--- config.mk ---
export PLATFORM = sky130hd
export DESIGN_NAME = simple_mux_rr
export DESIGN_NICKNAME = d
export VERILOG_FILES = /design/src/rtl/simple_mux_rr.sv
export SDC_FILE = /design/constraint.sdc
export NUM_CORES = 1
export LEC_CHECK = 0
export BUFFER_PORTS_ARGS = -buffer_cell sky130_fd_sc_hd__buf_2
export CAP_MARGIN = 20
export CORE_MARGIN = 2
export CORE_UTILIZATION = 40
export DETAILED_ROUTE_END_ITERATION = 10
export PLACE_DENSITY = 0.76
export SYNTH_ARGS = -nofsm -noshare
export SYNTH_HDL_FRONTEND = slang
export SYNTH_SLANG_ARGS = --single-unit
--- constraint.sdc ---
create_clock -name clk -period 4.15 [get_ports clk]
set_input_delay 0 -clock clk [delete_from_list [all_inputs] [get_ports clk]]
set_output_delay 0 -clock clk [all_outputs]
set_load 0.01 [all_outputs]
--- src/rtl/simple_mux_rr.sv ---
// N-channel valid/ready mux with fixed-select or round-robin grant and one registered output stage.
// Optional transfer counter (xfer_cnt, cnt_sat) is built when SIMPLE_MUX_RR_CNT_EN is defined.
module simple_mux_rr #(
    parameter int NUM_CH = 4,
    parameter int DATA_W = 8,
    parameter int SEL_W  = (NUM_CH > 2) ? $clog2(NUM_CH) : 1
) (
    input  logic                     clk,
    input  logic                     rst,
    input  logic                     mode,
    input  logic [SEL_W-1:0]         sel,
    input  logic [NUM_CH*DATA_W-1:0] in_data,
    input  logic [NUM_CH-1:0]        in_valid,
    output logic [NUM_CH-1:0]        in_ready,
    output logic [DATA_W-1:0]        out_data,
    output logic                     out_valid,
    output logic [SEL_W-1:0]         out_ch,
`ifdef SIMPLE_MUX_RR_CNT_EN
    output logic [15:0]              xfer_cnt,
    output logic                     cnt_sat,
`endif
    input  logic                     out_ready
);

    logic [DATA_W-1:0] out_data_q, out_data_d;
    logic              out_valid_q, out_valid_d;
    logic [SEL_W-1:0]  out_ch_q, out_ch_d;
    logic [SEL_W-1:0]  rr_ptr_q, rr_ptr_d;

    logic [NUM_CH-1:0] grant;
    logic [SEL_W-1:0]  gnt_idx;
    logic [SEL_W-1:0]  eff_sel;
    logic              gnt_any;
    logic              load;
    logic              xfer;

    always_comb begin
        grant   = '0;
        gnt_idx = '0;
        gnt_any = 1'b0;
        eff_sel = sel;
        if (!mode) begin
            // out-of-range selects fall to the last channel, like the old mux default branch
            if (int'(sel) >= NUM_CH) eff_sel = SEL_W'(NUM_CH - 1);
            if (in_valid[eff_sel]) begin
                gnt_any = 1'b1;
                gnt_idx = eff_sel;
            end
        end else begin
            for (int k = 1; k <= NUM_CH; k++) begin
                if (!gnt_any && in_valid[SEL_W'((int'(rr_ptr_q) + k) % NUM_CH)]) begin
                    gnt_any = 1'b1;
                    gnt_idx = SEL_W'((int'(rr_ptr_q) + k) % NUM_CH);
                end
            end
        end
        if (gnt_any) grant[gnt_idx] = 1'b1;
    end

    assign load     = !out_valid_q | out_ready;
    assign in_ready = (rst || !load) ? '0 : grant;
    assign xfer     = gnt_any & load & !rst;

    always_comb begin
        out_data_d  = out_data_q;
        out_valid_d = out_valid_q;
        out_ch_d    = out_ch_q;
        rr_ptr_d    = rr_ptr_q;
        if (xfer) begin
            out_data_d  = in_data[int'(gnt_idx)*DATA_W +: DATA_W];
            out_valid_d = 1'b1;
            out_ch_d    = gnt_idx;
            rr_ptr_d    = mode ? gnt_idx : rr_ptr_q;
        end else if (out_valid_q && out_ready) begin
            out_valid_d = 1'b0;
        end
    end

    always_ff @(posedge clk) begin
        if (rst) begin
            out_data_q  <= '0;
            out_valid_q <= 1'b0;
            out_ch_q    <= '0;
            rr_ptr_q    <= '0;
        end else begin
            out_data_q  <= out_data_d;
            out_valid_q <= out_valid_d;
            out_ch_q    <= out_ch_d;
            rr_ptr_q    <= rr_ptr_d;
        end
    end

    assign out_data  = out_data_q;
    assign out_valid = out_valid_q;
    assign out_ch    = out_ch_q;

`ifdef SIMPLE_MUX_RR_CNT_EN
    logic [15:0] cnt_q, cnt_d;

    always_comb begin
        cnt_d = cnt_q;
        if (out_valid_q && out_ready && cnt_q != 16'hFFFF) cnt_d = cnt_q + 16'd1;
    end

    always_ff @(posedge clk) begin
        if (rst) cnt_q <= '0;
        else     cnt_q <= cnt_d;
    end

    assign xfer_cnt = cnt_q;
    assign cnt_sat  = (cnt_q == 16'hFFFF);
`endif

endmodule
==> results.tsv, run 1 <==
metric	value	unit
Top delay family on crit path	compound AO/OA/AOI/OAI gates	
CP Capture Type	output port	
slowest stage delay, CP	0.47	ns
Finished Layout Cells	182	
post-cts resize count	0	
worst path bufs/invs	1	
CTS buffer count	3	
Max Clk Rate	454	MHz
Synth top area share	0.291	
layout cells sized above 1	0.435	
Worst Clk Skew	0.0106	ns
Worst EP required	4.15	ns
initial core utilization	0.413	
total track usage	0.184	
Slew HR	0.625	
leakage power	0.578	nW
# fillers	206	
drt pass-1 iters	4	
crit path max-delay cell type	dfxtp_1	
Data arrival, critical path	2.20	ns
max_cap viols	0	
Tcrit/Tclk final	0.531	
main flop type after synthesis	dfxtp_1	
CTS tree	yes	
core area	2170	µm²
WL final	2.38	mm
area grow syn2layout	36.2	%
gr ovfl total	0	
Synth Area per Inst	9.33	µm²
commonest non-fill, non-tap cell in the layout	buf_2	
Final Hold Fails	0	
Cell Rows	17	
placed insts	177	
post-synthesis sequential area ratio	0.291	
RePlAce Congestion	0.765	
Die Ht	51.3	µm
initial DRC count	16	
Yosys reg bits	13	
Pins Over Slew Limit	0	
worst hold path type	in2reg	
R2R Setup Slk	2.27	ns
I/O pins	57	
Synthesized Nets	138	
Tmin final	2.20	ns
Setup Buffers After CTS	0	
hold path start	in_data[10]	
Unique masters post-synth	30	
die area	2630	µm²
HPWL Detailed	1.88	mm
mapped cell area	896	µm²
root buf cell	clkbuf_4	
outcome	completed	
Max Fanout on Critical Path	11	
Skew-Pair Late Insertion Delay	0.28	ns
vias in the first global route	866	
hold_buf cts	1	
clk sinks	13	
vias	973	
FF-to-FF Start	rr_ptr_q[1]$_SDFFE_PP0P_	
Post-synth EDFFs	0	
Ant. Diodes	0	
Clock Tree Buf Depth	2	
worst vdd ir	0.208	mV
yosys warns	0	
DRC	0	
sink of the worst hold path	out_data[2]$_SDFFE_PP0P_	
top cells by area, synth	dfxtp_1 29%, mux2i_1 19%, o221ai_1 7.8%	
htree depth	1	
reg2reg end	out_data[2]$_SDFFE_PP0P_	
antenna-violating nets left	0	
worst slew pin tran	0.560	ns
Worst setup SP type	flip-flop	
worst reg-to-reg path cell count	6	
Setup violations, final	0	
CP Cell Sequence	nand2b_1, a21oi_1, a211oi_1, o2bb2ai_1, nand2b_1, a21oi_1, buf_2	
pwr dens	298	nW/µm²
setup TNS	0	ns
RSZ-0062 raised after global routing	false	
most frequent cells in the layout	56 x buf_2, 17 x mux2i_1, 13 x dfxtp_1	
Die W	51.3	µm
global-route wire length before repair	3.66	mm
buffers added on ports	56	
post-synthesis async set-or-reset flop share	0	
nets	197	
Setup CP Type	reg2out	
DR WL/cell	13.1	µm
initial antenna violation count	0	
clk slew on worst S/H paths	0.09	ns
worst hold stages	3	
Synth Instances	96	
Vias/cell	5.35	
Yosys top cell by area	dfxtp_1	
largest net degree at the start of global routing	19	
## worst reg2reg max path: cells and delay by family (launching register included)
family,cells,cell delay [ns]
AO/OA/AOI/OAI,3,0.49
multiplexers,1,0.24
flip-flops,1,0.39
AND/OR/NAND/NOR,2,0.63
## synthesized netlist by cell type, types with 2 or more instances
cell       n
mux2i_1   17
dfxtp_1   13
nand2_1   11
nor2_1    11
o221ai_1   8
nand2b_1   6
a21oi_1    4
a211oi_1   2
a311oi_1   2
nor3b_1    2
## cell type report
| cell class | count | area, µm² | share of cell area |
|---|---|---|---|
| Clock buffer | 3 | 22.5 | 0.0185 |
| Clock inverter | 1 | 5.00 | 0.00410 |
| Multi-Input combinational cell | 80 | 607 | 0.497 |
| Sequential cell | 13 | 260 | 0.213 |
| Tap cell | 28 | 35.0 | 0.0287 |
| Timing Repair Buffer | 57 | 290 | 0.238 |
## where the power goes
part,total (mW),internal (mW),switching (mW),leakage [nW]
Combinational,0.131,0.0632,0.0679,0.453
Sequential,0.152,0.142,0.0104,0.108
Clock,0.0806,0.0358,0.0448,0.0177
## stage by stage
stage	utilization	setup slack [ns]	cell area (µm²)	hold slack, ns	total power [mW]
after detailed placement	0.545	2.29	1180	0.261	0.286
after floorplan	-	2.36	896	0.0721	0.239
after global routing	0.562	1.74	1220	0.0390	0.383
after global placement	0.545	2.36	1180	0.260	0.282
after CTS	0.562	1.96	1220	0.0227	0.366
final	0.562	1.95	1220	0.0200	0.364
## sequential cells by signal, indices dropped and copies added, names as in the netlist
signal / count
rr_ptr_q: 2
out_data: 8
out_valid: 1
out_ch: 2
## worst max path at each step
stage	depth (start not counted)	slack [ns]	to	start
after global placement	6	2.36	out_data[7]$_SDFFE_PP0P_	rr_ptr_q[1]$_SDFFE_PP0P_
after detailed placement	7	2.29	in_ready[2]	rr_ptr_q[1]$_SDFFE_PP0P_
final	7	1.95	in_ready[2]	rr_ptr_q[1]$_SDFFE_PP0P_
after floorplan	7	2.36	out_data[0]$_SDFFE_PP0P_	rr_ptr_q[1]$_SDFFE_PP0P_
after CTS	7	1.96	in_ready[2]	rr_ptr_q[1]$_SDFFE_PP0P_
after global routing	7	1.74	in_ready[2]	rr_ptr_q[1]$_SDFFE_PP0P_
## metal layers
| metal | GRT usage | part of all wire | vias up | wire length (µm) |
|---|---|---|---|---|
| li1 | - | - | 485 | - |
| met1 | 0.214 | 0.42 | 456 | 1010 |
| met2 | 0.333 | 0.52 | 30 | 1240 |
| met3 | 0.0439 | 0.045 | 2 | 107 |
| met4 | 0.0526 | 0.010 | 0 | 24 |
| met5 | 0 | 0 | - | 0 |
## cells by family (layout without fill, tap and decap cells)
| kind of cell | after synthesis | count (layout) | share of synthesized area |
|---|---|---|---|
| and+or+nand+nor | 38 | 38 | 0.232 |
| muxes | 18 | 18 | 0.203 |
| DFF | 13 | 13 | 0.291 |
| AOI/OAI and AO/OA | 24 | 24 | 0.243 |
| buffers and inverters | 3 | 61 | 0.0321 |
(Power assumes the default switching activity.)
==> inputs of run 2 (changes only) <==
- CORE_UTILIZATION: 40 -> 37
- PLACE_DENSITY: 0.76 -> 0.74
- clock period: 4.15 -> 1.9 ns (I/O delays scaled with it)
==> run 2 against run 1 <==
Compared with the run above:
- first-iteration DRC count rose by 38%
- sequential power rose by 120%
- combinational power rose to 2.6 times the previous value
- clock power rose by 120%
- critical path depth fell by 1
- sequential share of layout area fell by 1.8 points
- design area rose by 10%
- largest cell class unchanged
- hold slack improved by 0.011 ns
==> results.tsv, run 2 (synthesis gave the netlist of run 1 again) <==
metric	value	unit	change
worst vdd ir	0.549	mV	+160%
CTS tree	yes		
most frequent cells in the layout	56 x buf_2, 17 x mux2i_1, 11 x nand2_1, 11 x nor2_1, 11 x dfxtp_1		
RePlAce Congestion	0.881		+15%
WL final	2.55	mm	+7.2%
die area	2830	µm²	+7.5%
reg2reg end	out_data[7]$_SDFFE_PP0P_		
Ant. Diodes	0		unchanged
FF-to-FF Start	rr_ptr_q[1]$_SDFFE_PP0P_		
commonest non-fill, non-tap cell in the layout	buf_2		
antenna-violating nets left	0		unchanged
vias	994		+2.2%
worst hold path type	in2reg		
vias in the first global route	909		+5.0%
CP Capture Type	output port		
initial core utilization	0.397		-0.0156
core area	2250	µm²	+3.9%
HPWL Detailed	1.83	mm	-2.5%
largest net degree at the start of global routing	12		-7
pwr dens	636	nW/µm²	+110%
worst reg-to-reg path cell count	7		+1
Skew-Pair Late Insertion Delay	0.28	ns	about the same
Finished Layout Cells	193		+6.0%
nets	208		+5.6%
buffers added on ports	56		unchanged
CTS buffer count	3		unchanged
Tcrit/Tclk final	0.977		
root buf cell	clkbuf_4		
Worst setup SP type	flip-flop		
Die Ht	53.2	µm	+3.7%
layout cells sized above 1	0.503		+0.0680
area grow syn2layout	49.9	%	
Cell Rows	17		unchanged
Max Fanout on Critical Path	8		-3
hold path start	in_data[9]		
Worst EP required	1.90	ns	-2.25 ns
max reg flops	8		unchanged
worst hold stages	3		unchanged
initial antenna violation count	0		unchanged
Area after DPL	1190	µm²	+0.64%
sink of the worst hold path	out_data[1]$_SDFFE_PP0P_		
Worst Clk Skew	0.00425	ns	-0.00633 ns
Die W	53.2	µm	+3.7%
htree depth	1		unchanged
Final Cell Area	1340	µm²	+10%
Clock Tree Buf Depth	2		unchanged
clk slew on worst S/H paths	0.08	ns	about the same
Data arrival, critical path	1.86	ns	-0.34 ns
drt pass-1 iters	4		unchanged
PnR Total Power	853	µW	+130%
max_cap viols	0		unchanged
gr ovfl total	0		unchanged
global-route wire length before repair	3.82	mm	+4.5%
leakage power	0.646	nW	+12%
R2R Setup Slk	0.09	ns	-2.18 ns
Final Hold Fails	0		unchanged
Slew HR	0.628		+0.00316
Tmin final	1.86	ns	
DRC	0		unchanged
I/O pins	57		unchanged
Setup violations, final	0		unchanged
clk sinks	13		unchanged
initial DRC count	22		+6
placed insts	178		+0.56%
worst slew pin tran	0.555	ns	-0.00472 ns
Max Clk Rate	539	MHz	
total track usage	0.184		about the same
DR WL/cell	13.2	µm	+1.1%
Vias/cell	5.15		-3.7%
Pins Over Slew Limit	0		unchanged
outcome	completed		
RSZ-0062 raised after global routing	true		
Setup CP Type	reg2out		
## run 2: worst max-delay path by stage
stage	cells after the start	slack (ns)	from	to
3_5_place_dp	6	0.03	rr_ptr_q[1]$_SDFFE_PP0P_	out_data[5]$_SDFFE_PP0P_
3_3_place_gp	6	0.1	rr_ptr_q[1]$_SDFFE_PP0P_	out_data[6]$_SDFFE_PP0P_
2_1_floorplan	7	0.11	rr_ptr_q[1]$_SDFFE_PP0P_	out_data[0]$_SDFFE_PP0P_
4_1_cts	7	-0.03	rr_ptr_q[1]$_SDFFE_PP0P_	in_ready[2]
5_1_grt	6	-0.03	rr_ptr_q[1]$_SDFFE_PP0P_	in_ready[2]
6_report	6	0.04	rr_ptr_q[1]$_SDFFE_PP0P_	in_ready[3]
## run 2: metal layers
layer | GRT usage | share of wire
met1 | 0.214 | 0.41
met2 | 0.329 | 0.54
met3 | 0.0537 | 0.047
met4 | 0.0385 | 0.0035
met5 | 0 | 0
## run 2: critical path: stages (launching register included)
cell,delay (ns)
dfxtp_2,0.36
or3b_1,0.39
a21oi_2,0.18
o311ai_4,0.16
buf_4,0.19
a21oi_1,0.14
buf_2,0.15
## run 2: timing repair
item,CTS,global route
pin swaps,2,3
gates cloned,0,0
hold buffers,1,0
gates resized for setup,2,6
hold endpoints to repair,4,0
setup endpoints to repair,5,12
buffers inserted,6,4
## run 2: layout make-up
class / instances / area [µm²]
clock buffer: 4 / 26.3
fill: 203 / 912
multi-input combinational: 80 / 633
sequential: 13 / 263
tap: 28 / 35.0
timing repair buffer: 68 / 385
## run 2: through the flow
stage | setup slack, ns | hold slack (ns) | TNS (ns) | util
3_5_place_dp | 0.0301 | 0.266 | 0 | 0.528
2_1_floorplan | 0.110 | 0.0721 | 0 | -
4_1_cts | -0.0320 | 0.0274 | -0.0449 | 0.573
3_3_place_gp | 0.0959 | 0.266 | 0 | 0.528
6_report | 0.0439 | 0.0312 | 0 | 0.595
5_1_grt | -0.0277 | 0.0315 | -0.0622 | 0.595
## run 2: power by group
group / switching (mW) / total (mW) / internal, mW
combinational: 0.165 / 0.345 / 0.180
sequential: 0.0232 / 0.334 / 0.311
clock: 0.0924 / 0.174 / 0.0815
==> inputs of run 3 (changes only) <==
--- a/constraint.sdc
+++ b/constraint.sdc
@@ -3,2 +3,2 @@
 set_output_delay 0 -clock clk [all_outputs]
-set_load 0.01 [all_outputs]
+set_load 0.05 [all_outputs]
==> run 3 against run 2 <==
Compared with the run above:
- routed wire length up 6.1%
- total power up 17%
- via count rose by 0.70%
- largest power group unchanged
==> results.tsv, run 3 (synthesis gave the netlist of run 1 again) <==
metric	value	unit	change
outcome	completed		
pwr dens	710	nW/µm²	+12%
die area	2830	µm²	unchanged
layout cells sized above 1	0.548		+0.0452
setup slack at placement	-0.0526	ns	-0.0827 ns
RePlAce Congestion	0.874		-0.78%
hold slack final	0.0265	ns	-0.00473 ns
leakage power	0.655	nW	+1.3%
CTS buffer count	3		unchanged
vias in the first global route	920		+1.2%
Die W	53.2	µm	unchanged
DR WL/cell	13.9	µm	+5.6%
Tcrit/Tclk final	0.986		+0.00903
Ant. Diodes	0		unchanged
drt pass-1 iters	4		unchanged
CP Capture Type	output port		
core area	2250	µm²	unchanged
worst slew pin tran	0.561	ns	+0.00542 ns
Pins Over Slew Limit	0		unchanged
Tmin final	1.87	ns	+0.0172 ns
Final Hold Fails	0		unchanged
Slew HR	0.625		-0.00362
largest net degree at the start of global routing	11		-1
Max Clk Rate	534	MHz	-0.92%
total track usage	0.202		+0.0177
nets	209		+0.48%
I/O pins	57		unchanged
Skew-Pair Late Insertion Delay	0.28	ns	about the same
Worst Clk Skew	0.00212	ns	-0.00213 ns
final core utilization	0.622		+0.0266
placed insts	180		+1.1%
clk sinks	13		unchanged
worst hold path type	in2reg		
max_cap viols	0		unchanged
worst vdd ir	0.611	mV	+11%
Die Ht	53.2	µm	unchanged
setup TNS	0	ns	unchanged
initial DRC count	7		-68%
root buf cell	clkbuf_4		
Worst setup SP type	flip-flop		
global-route wire length before repair	4.06	mm	+6.3%
initial antenna violation count	0		unchanged
Data arrival, critical path	1.87	ns	about the same
commonest non-fill, non-tap cell in the layout	buf_2		
CTS tree	yes		
clk slew on worst S/H paths	0.08	ns	about the same
Finished Layout Cells	194		+0.52%
Clock Tree Buf Depth	2		unchanged
initial core utilization	0.397		unchanged
HPWL Detailed	1.95	mm	+6.8%
Max Fanout on Critical Path	6		-2
Vias/cell	5.16		+0.19%
htree depth	1		unchanged
Worst Setup Slack, final	0.0267	ns	-0.0172 ns
max reg flops	8		unchanged
area grow syn2layout	56.6	%	
Worst EP required	1.90	ns	about the same
DRC	0		unchanged
antenna-violating nets left	0		unchanged
R2R Setup Slk	0.07	ns	-0.02 ns
WL final	2.71	mm	+6.1%
gr ovfl total	0		unchanged
Cell Rows	17		unchanged
vias	1001		+0.70%
buffers added on ports	56		unchanged
RSZ-0062 raised after global routing	true		
Setup CP Type	reg2out		
Setup violations, final	0		unchanged
most frequent cells in the layout	52 x buf_2, 16 x mux2i_1, 11 x nand2_1, 11 x dfxtp_1, 11 x buf_4		
## run 3: final timing paths
path                       startpoint                        to  depth (start not counted)
min                       in_data[15]  out_data[7]$_SDFFE_PP0P_                          3
max reg2reg  rr_ptr_q[1]$_SDFFE_PP0P_  out_data[6]$_SDFFE_PP0P_                          7
min reg2reg  out_data[3]$_SDFFE_PP0P_  out_data[3]$_SDFFE_PP0P_                          2
max          rr_ptr_q[1]$_SDFFE_PP0P_               in_ready[3]                          6
## run 3: metrics by stage
stage / power, mW / instance area (µm²)
2_1_floorplan: 0.640 / 896
3_3_place_gp: 0.743 / 1200
3_5_place_dp: 0.754 / 1200
4_1_cts: 0.954 / 1310
5_1_grt: 1.04 / 1400
6_report: 0.995 / 1400
## run 3: worst max-delay path: stages (launching register included)
cell and delay, ns:
dfxtp_4 0.37, or3b_1 0.36, a21oi_2 0.19, o311ai_4 0.17, buf_6 0.17, a21oi_2 0.12, buf_4 0.21
## run 3: final cells by class
cell class | instances | area [µm²]
fill | 198 | 852
tap | 28 | 35.0
timing repair buffer | 69 | 418
sequential | 13 | 265
multi-input combinational | 80 | 658
clock buffer | 4 | 26.3
## run 3: repair_timing
| item | in CTS | in global routing |
|---|---|---|
| buffers inserted | 5 | 4 |
| hold endpoints to repair | 3 | 0 |
| pin swaps | 3 | 7 |
| hold buffers | 1 | 0 |
| setup endpoints to repair | 9 | 11 |
| gates cloned | 0 | 0 |
| resized for setup | 8 | 16 |
## run 3: power by group
part / internal [mW] / switching (mW)
Combinational: 0.192 / 0.293
Sequential: 0.310 / 0.0244
Clock: 0.0817 / 0.0942
## run 3: routing by layer
metal	vias to the layer above	GRT usage	routed length, µm	part of all wire
li1	513	-	-	-
met1	456	0.219	1040	0.39
met2	28	0.364	1520	0.56
met3	4	0.0650	123	0.045
met4	0	0.0641	23	0.0085
met5	-	0	0	0
